**src/rtl/wb_pkg.sv**
```systemverilog
// Shared writeback-stage definitions: RV32 opcodes that write rd and the
// decode of register-write intent for retired instructions.
package wb_pkg;

    localparam logic [6:0] OPC_LUI    = 7'b0110111;
    localparam logic [6:0] OPC_AUIPC  = 7'b0010111;
    localparam logic [6:0] OPC_JAL    = 7'b1101111;
    localparam logic [6:0] OPC_JALR   = 7'b1100111;
    localparam logic [6:0] OPC_OP_IMM = 7'b0010011;
    localparam logic [6:0] OPC_OP     = 7'b0110011;
    localparam logic [6:0] OPC_LOAD   = 7'b0000011;

    localparam int RD_W = 5;

    // Packed width of one buffered entry {we, rd, data} for a given data width.
    function automatic int wb_entry_width(input int bitsize);
        return 1 + RD_W + bitsize;
    endfunction

    // Writes to x0 are architecturally discarded, so they carry no write intent.
    function automatic logic wb_decode_we(input logic [31:0] instr);
        logic writes_rd;
        case (instr[6:0])
            OPC_LUI, OPC_AUIPC, OPC_JAL, OPC_JALR,
            OPC_OP_IMM, OPC_OP, OPC_LOAD: writes_rd = 1'b1;
            default:                      writes_rd = 1'b0;
        endcase
        return writes_rd && (instr[11:7] != 5'd0);
    endfunction

endpackage

```
**src/rtl/wb_fifo.sv**
```systemverilog
// Power-of-two circular buffer holding writeback entries; head is always
// presented combinationally from storage, occupancy drives full/empty.
module wb_fifo #(
    parameter int DEPTH = 2,
    parameter int WIDTH = 38
) (
    input  logic                     clk,
    input  logic                     rst_n,
    input  logic                     push_i,
    input  logic                     pop_i,
    input  logic [WIDTH-1:0]         wdata_i,
    output logic [WIDTH-1:0]         head_o,
    output logic                     full_o,
    output logic                     empty_o,
    output logic [$clog2(DEPTH):0]   count_o
);

    localparam int PTR_W = $clog2(DEPTH);
    localparam int CNT_W = PTR_W + 1;
    localparam logic [CNT_W-1:0] FULL_COUNT = CNT_W'(DEPTH);

    generate
        if (DEPTH < 2 || (DEPTH & (DEPTH - 1)) != 0) begin : g_bad_depth
            $error("wb_fifo: DEPTH must be a power of two and at least 2");
        end
    endgenerate

    logic [WIDTH-1:0] mem_q [DEPTH];
    logic [WIDTH-1:0] mem_d [DEPTH];
    logic [PTR_W-1:0] wr_ptr_q, wr_ptr_d;
    logic [PTR_W-1:0] rd_ptr_q, rd_ptr_d;
    logic [CNT_W-1:0] count_q, count_d;

    // Pointers wrap naturally because DEPTH is a power of two.
    always_comb begin
        mem_d    = mem_q;
        wr_ptr_d = wr_ptr_q;
        rd_ptr_d = rd_ptr_q;
        count_d  = count_q;
        if (push_i) begin
            mem_d[wr_ptr_q] = wdata_i;
            wr_ptr_d        = wr_ptr_q + PTR_W'(1);
        end
        if (pop_i) begin
            rd_ptr_d = rd_ptr_q + PTR_W'(1);
        end
        case ({push_i, pop_i})
            2'b10:   count_d = count_q + CNT_W'(1);
            2'b01:   count_d = count_q - CNT_W'(1);
            default: count_d = count_q;
        endcase
    end

    always_ff @(posedge clk or negedge rst_n) begin
        if (!rst_n) begin
            for (int i = 0; i < DEPTH; i++) begin
                mem_q[i] <= '0;
            end
            wr_ptr_q <= '0;
            rd_ptr_q <= '0;
            count_q  <= '0;
        end else begin
            mem_q    <= mem_d;
            wr_ptr_q <= wr_ptr_d;
            rd_ptr_q <= rd_ptr_d;
            count_q  <= count_d;
        end
    end

    assign head_o  = mem_q[rd_ptr_q];
    assign full_o  = (count_q == FULL_COUNT);
    assign empty_o = (count_q == '0);
    assign count_o = count_q;

endmodule

```
**src/rtl/wb_stage_buffered.sv**
```systemverilog
// Buffered writeback stage: queues retired instructions from MEM, drains the
// head to the register file under ack, forwards the head and counts retires.
module wb_stage_buffered
    import wb_pkg::*;
#(
    parameter int BITSIZE = 32,
    parameter int DEPTH   = 2,
    parameter int CNT_W   = 32
) (
    input  logic               clk,
    input  logic               resetn_i,
    input  logic               MEM_WB_give_i,
    output logic               WB_MEM_get_o,
    input  logic [31:0]        MEM_WB_instruction_i,
    input  logic [BITSIZE-1:0] MEM_WB_data_i,
    output logic [4:0]         WB_REG_rd_o,
    output logic [BITSIZE-1:0] WB_REG_d_o,
    output logic               WB_REG_access_o,
    input  logic               REG_WB_ack_i,
    output logic               WB_FWD_valid_o,
    output logic [4:0]         WB_FWD_rd_o,
    output logic [BITSIZE-1:0] WB_FWD_d_o,
    output logic               WB_empty_o,
    output logic [CNT_W-1:0]   WB_retired_o
);

    // The entry layout depends on BITSIZE, so the struct is declared here.
    typedef struct packed {
        logic               we;
        logic [RD_W-1:0]    rd;
        logic [BITSIZE-1:0] data;
    } wb_entry_t;

    localparam int ENTRY_W = wb_entry_width(BITSIZE);
    localparam int OCC_W   = $clog2(DEPTH) + 1;

    typedef enum logic {
        S_IDLE = 1'b0,
        S_HEAD = 1'b1
    } head_state_e;

    head_state_e      state_q, state_d;
    logic [CNT_W-1:0] retired_q, retired_d;

    wb_entry_t        enq_entry;
    wb_entry_t        head_entry;
    logic [ENTRY_W-1:0] head_bits;
    logic             fifo_full;
    logic             fifo_empty;
    logic [OCC_W-1:0] fifo_count;
    logic             push;
    logic             retire;
    logic             head_valid;
    logic             head_write;
    logic             enq_we;

    always_comb begin
        enq_we         = wb_decode_we(MEM_WB_instruction_i);
        enq_entry.we   = enq_we;
        enq_entry.rd   = enq_we ? MEM_WB_instruction_i[11:7] : 5'd0;
        enq_entry.data = MEM_WB_data_i;
    end

    // get depends only on registered occupancy: no bypass when full.
    assign WB_MEM_get_o = !fifo_full;
    assign push         = MEM_WB_give_i && !fifo_full;

    wb_fifo #(
        .DEPTH (DEPTH),
        .WIDTH (ENTRY_W)
    ) u_fifo (
        .clk     (clk),
        .rst_n   (resetn_i),
        .push_i  (push),
        .pop_i   (retire),
        .wdata_i (enq_entry),
        .head_o  (head_bits),
        .full_o  (fifo_full),
        .empty_o (fifo_empty),
        .count_o (fifo_count)
    );

    assign head_entry = head_bits;

    always_ff @(posedge clk or negedge resetn_i) begin
        if (!resetn_i) begin
            state_q   <= S_IDLE;
            retired_q <= '0;
        end else begin
            state_q   <= state_d;
            retired_q <= retired_d;
        end
    end

    // Next state tracks the occupancy that results from this edge.
    always_comb begin
        state_d = state_q;
        case (state_q)
            S_IDLE: if (push) state_d = S_HEAD;
            S_HEAD: if (retire && !push && fifo_count == OCC_W'(1)) state_d = S_IDLE;
            default: state_d = S_IDLE;
        endcase
    end

    always_comb begin
        head_valid      = (state_q == S_HEAD);
        head_write      = head_valid && head_entry.we;
        retire          = head_valid && (!head_entry.we || REG_WB_ack_i);
        WB_REG_access_o = !head_write;
        WB_REG_rd_o     = head_write ? head_entry.rd   : 5'd0;
        WB_REG_d_o      = head_write ? head_entry.data : '0;
        WB_FWD_valid_o  = head_write;
        WB_FWD_rd_o     = head_write ? head_entry.rd   : 5'd0;
        WB_FWD_d_o      = head_write ? head_entry.data : '0;
        WB_empty_o      = fifo_empty;
    end

    always_comb begin
        retired_d = retired_q + {{(CNT_W-1){1'b0}}, retire};
    end

    assign WB_retired_o = retired_q;

endmodule

```
**config.mk**
```make
export PLATFORM = sky130hd
export DESIGN_NAME = wb_stage_buffered
export DESIGN_NICKNAME = d
export VERILOG_FILES = /design/src/rtl/wb_pkg.sv /design/src/rtl/wb_fifo.sv /design/src/rtl/wb_stage_buffered.sv
export SDC_FILE = /design/constraint.sdc
export NUM_CORES = 1
export LEC_CHECK = 0
export ABC_AREA = 1
export ABC_CLOCK_PERIOD_IN_PS = 2090
export CAP_MARGIN = 0
export CELL_PAD_IN_SITES_DETAIL_PLACEMENT = 0
export CELL_PAD_IN_SITES_GLOBAL_PLACEMENT = 1
export CORE_ASPECT_RATIO = 2
export CORE_UTILIZATION = 30
export DETAILED_ROUTE_END_ITERATION = 7
export PLACE_DENSITY_LB_ADDON = 0.1
export REMOVE_ABC_BUFFERS = 1
export SYNTH_ARGS = -nofsm -noshare
export SYNTH_HDL_FRONTEND = slang
export SYNTH_SLANG_ARGS = --single-unit
export TNS_END_PERCENT = 50
```
**constraint.sdc**
```tcl
create_clock -name clk -period 2.09 [get_ports clk]
set_clock_uncertainty 0.1 [all_clocks]
set_input_delay 0.418 -clock clk [delete_from_list [all_inputs] [get_ports clk]]
set_output_delay 0.418 -clock clk [all_outputs]
set_load 0.02 [all_outputs]
```
==> results_dict.tcl <==
set metrics [dict create \
    multi_input_area_um2 2590 \
    slew_headroom 0.573 \
    grt_start_max_net_pins 50 \
    stdcell_area_um2 8540 \
    std_cell_rows 70 \
    synth_compound_area_frac 0.0958 \
    yosysUniqueCellTypes 25 \
    synth.top_cell.area_share 0.500 \
    ys_top_cells_by_area "dfrtp_1 (50%), nand2_1 (17%), o21ai_0 (6.0%)" \
    cts_buffers 17 \
    setup_ws_ns -0.154 \
    final_nets 944 \
    powerDensity_nw_per_um2 1420 \
    drcViolationCount 0 \
    critPathSlowestCell "dfrtp_1" \
    yosysTopAreaCell "dfrtp_1" \
    synthAdderAreaFrac 0.0133 \
    placed_cell_area_um2 7470 \
    synth_area_um2 5660 \
    ys_warn_count 0 \
    cpPeakStageDelay_ns 0.41 \
    cts_max_path_buffers 2 \
    max_freq_mhz 446 \
    finalHoldViolations 0 \
    hp-class "reg2reg" \
    cp_num_buf_inv 3 \
    pre_cts_slack_ns -0.454 \
    grt_antenna_before_repair 0 \
    port-buffer-count 157 \
    dieArea_um2 19400 \
    ant_nets 0 \
    hpwl_um 12500 \
    drt_wl_total_um 17400 \
    area_growth_pct 50.9 \
    timing.final.crit_share 1.07 \
    die_w_um 99.1 \
    initial_utilization 0.308 \
    setup_tns_ns -8.81 \
    cts_sinks 113 \
    syn_area_per_cell_um2 7.96 \
    finalSetupViolations 77 \
    cp.arrival_ns 1.73 \
    placedCellCount 1061 \
    endpoint_kind "output pin" \
    wl_per_cell_um 15.8 \
    avgViaCountPerCell 4.62 \
    worstMarginPinSlew_ns 0.635 \
    ios 178 \
    clk_latency_ns 0.41 \
    core_area_um2 18400 \
    vias 5075 \
    maxCapViolCount 0 \
    drtPass1Iterations 4 \
    hold_slack_ns 0.379 \
    yosys-mux-area-fraction 0 \
    grt_pass1_wl_um 27500 \
    finalNonFillerCells 1099 \
    grt_overflow 0 \
    crit_fanout 18 \
    leakage_nw 4.01 \
    cp-start-kind "flop" \
    ys_seq_area_frac 0.500 \
    grt_setup_unrepaired "yes" \
    crit_chain "nand2_1 > o21ai_2 > nor2_2 > inv_2 > buf_12 > a21oi_4 > buf_6" \
    ir_worst_vdd_mv 0.598 \
    violations "setup timing" \
    maxSlewViolCount 0 \
    drt_iter0_drc 188 \
    fillerInstances 1829 \
    cts.clk_slew.worst_paths_ns 0.05 \
    regArea_um2 2830 \
    drive_gt1_frac 0.251 \
    fin_crit_ns 2.24 \
    synthSimpleGateAreaFrac 0.244 \
    cts_root_buf "clkbuf_16" \
    critPathKind "reg2out" \
    gp_congestion 0.952 \
    htree_levels 4 \
    worstPathRequired_ns 1.57 \
    syn_inst 711 \
    tritoncts "done" \
    cp_top_family "buffers and inverters" \
    synth_top_family_by_area "simple AND/OR/NAND/NOR gates" \
    groute.usage.overall 0.186 \
    antenna_cells 0 \
    die_y_um 196 \
    ys_ff_latch 113 \
    grt_pass1_vias 5392 \
    status "complete, but fails checks" \
    synthXorXnorAreaFrac 0.0310 \
]
==> power breakdown <==
group	switching [mW]	internal, mW
registers	0.477	2.94
logic	3.31	2.43
clock network	1.05	1.90
total	4.84	7.27
==> kinds of logic after synthesis <==
kind of cell	Yosys count
DFF	113
buffers and inverters	132
xor gates and xnor gates	20
and+or+nand+nor	332
adders and majority gates	6
AOI/OAI and AO/OA	108
==> layout make-up <==
class,count,share of cell area
clock buffers,19,0.0519
clock inverters,13,0.0188
inverters,70,0.0314
multi-input cells,466,0.303
flip-flops and latches,113,0.331
well taps,216,0.0316
repair buffers,202,0.232
==> worst paths after layout <==
path	from	endpoint	slack, ns	depth (start not counted)
min reg2reg	u_fifo.mem_q[32]	u_fifo.mem_q[32]	0.38	2
min in group asynchronous	resetn_i	u_fifo.mem_q[62]	0.42	2
max	u_fifo.rd_ptr_q	WB_FWD_d_o[23]	-0.15	7
max reg2reg	u_fifo.rd_ptr_q	WB_retired_o[20]	-0.02	14
max in group asynchronous	resetn_i	u_fifo.mem_q[49]	0.82	3
min	u_fifo.mem_q[32]	u_fifo.mem_q[32]	0.38	2
==> timing repair <==
| item | in CTS | in global routing |
|---|---|---|
| endpoints found under the hold margin | 30 | 0 |
| cloned | 1 | 0 |
| pin swaps | 5 | 5 |
| hold buffers | 1 | 0 |
| setup buffers | 2 | 2 |
| endpoints found under the setup margin | 105 | 102 |
| gates resized for setup | 472 | 49 |
==> worst register-to-register path: stages (launching register included) <==
cell and delay (ns):
dfrtp_1 0.41, o21ai_2 0.18, buf_4 0.15, o21ai_4 0.05, inv_2 0.07, ha_4 0.14
ha_4 0.15, nand3_4 0.09, nor2_4 0.20, buf_12 0.13, inv_2 0.04, nor2_4 0.10
nand2_1 0.06, nand2_1 0.06, nand2_1 0.05
==> cell usage after synthesis, drive strengths merged <==
master	n
a31oi	1
nand4	4
o21ai	69
buf	45
ha	6
nand3	18
nor3	9
a21oi	38
xor2	13
clkbuf	17
nor2	39
dfrtp	113
nand2	252
inv	70
xnor2	7
nand3b	10
==> layout by cell type (no fill, tap or decap), drive strengths merged <==
master / Yosys / routed
nand2: 252 / 252
buf: 45 / 121
o21ai: 69 / 69
clkbuf: 17 / 20
xor2: 13 / 13
xnor2: 7 / 7
clkinvlp: 0 / 5
a31oi: 1 / 1
nand4: 4 / 4
ha: 6 / 6
clkdlybuf4s50: 0 / 71
bufinv: 0 / 3
dlygate4sd3: 0 / 1
a21oi: 38 / 38
clkinv: 0 / 4
dlymetal6s2s: 0 / 3
nand3: 18 / 18
inv: 70 / 71
nor2: 39 / 39
dlygate4sd2: 0 / 5
nand3b: 10 / 10
dfrtp: 113 / 113
nor3: 9 / 9
==> per-stage QoR <==
step | utilization | power, mW
detailed placement | 0.406 | 8.33
global route | 0.464 | 12.8
floorplan | - | 5.79
CTS | 0.452 | 11.9
finish | 0.464 | 12.1
global placement | 0.406 | 8.24
==> layer usage <==
metal,GRT usage,vias up,part of all wire
li1,-,2509,-
met1,0.184,2406,0.37
met2,0.361,130,0.56
met3,0.0310,30,0.035
met4,0.0953,0,0.040
met5,0,-,0
==> state kept, by name, summed over array words and instances, names as in the netlist <==
| signal | cells |
|---|---|
| WB_retired_o | 32 |
| head_valid | 1 |
| u_fifo.count_o | 2 |
| u_fifo.mem_q | 76 |
| u_fifo.rd_ptr_q | 1 |
| u_fifo.wr_ptr_q | 1 |
Note: power is estimated with default switching activity, not from simulation.
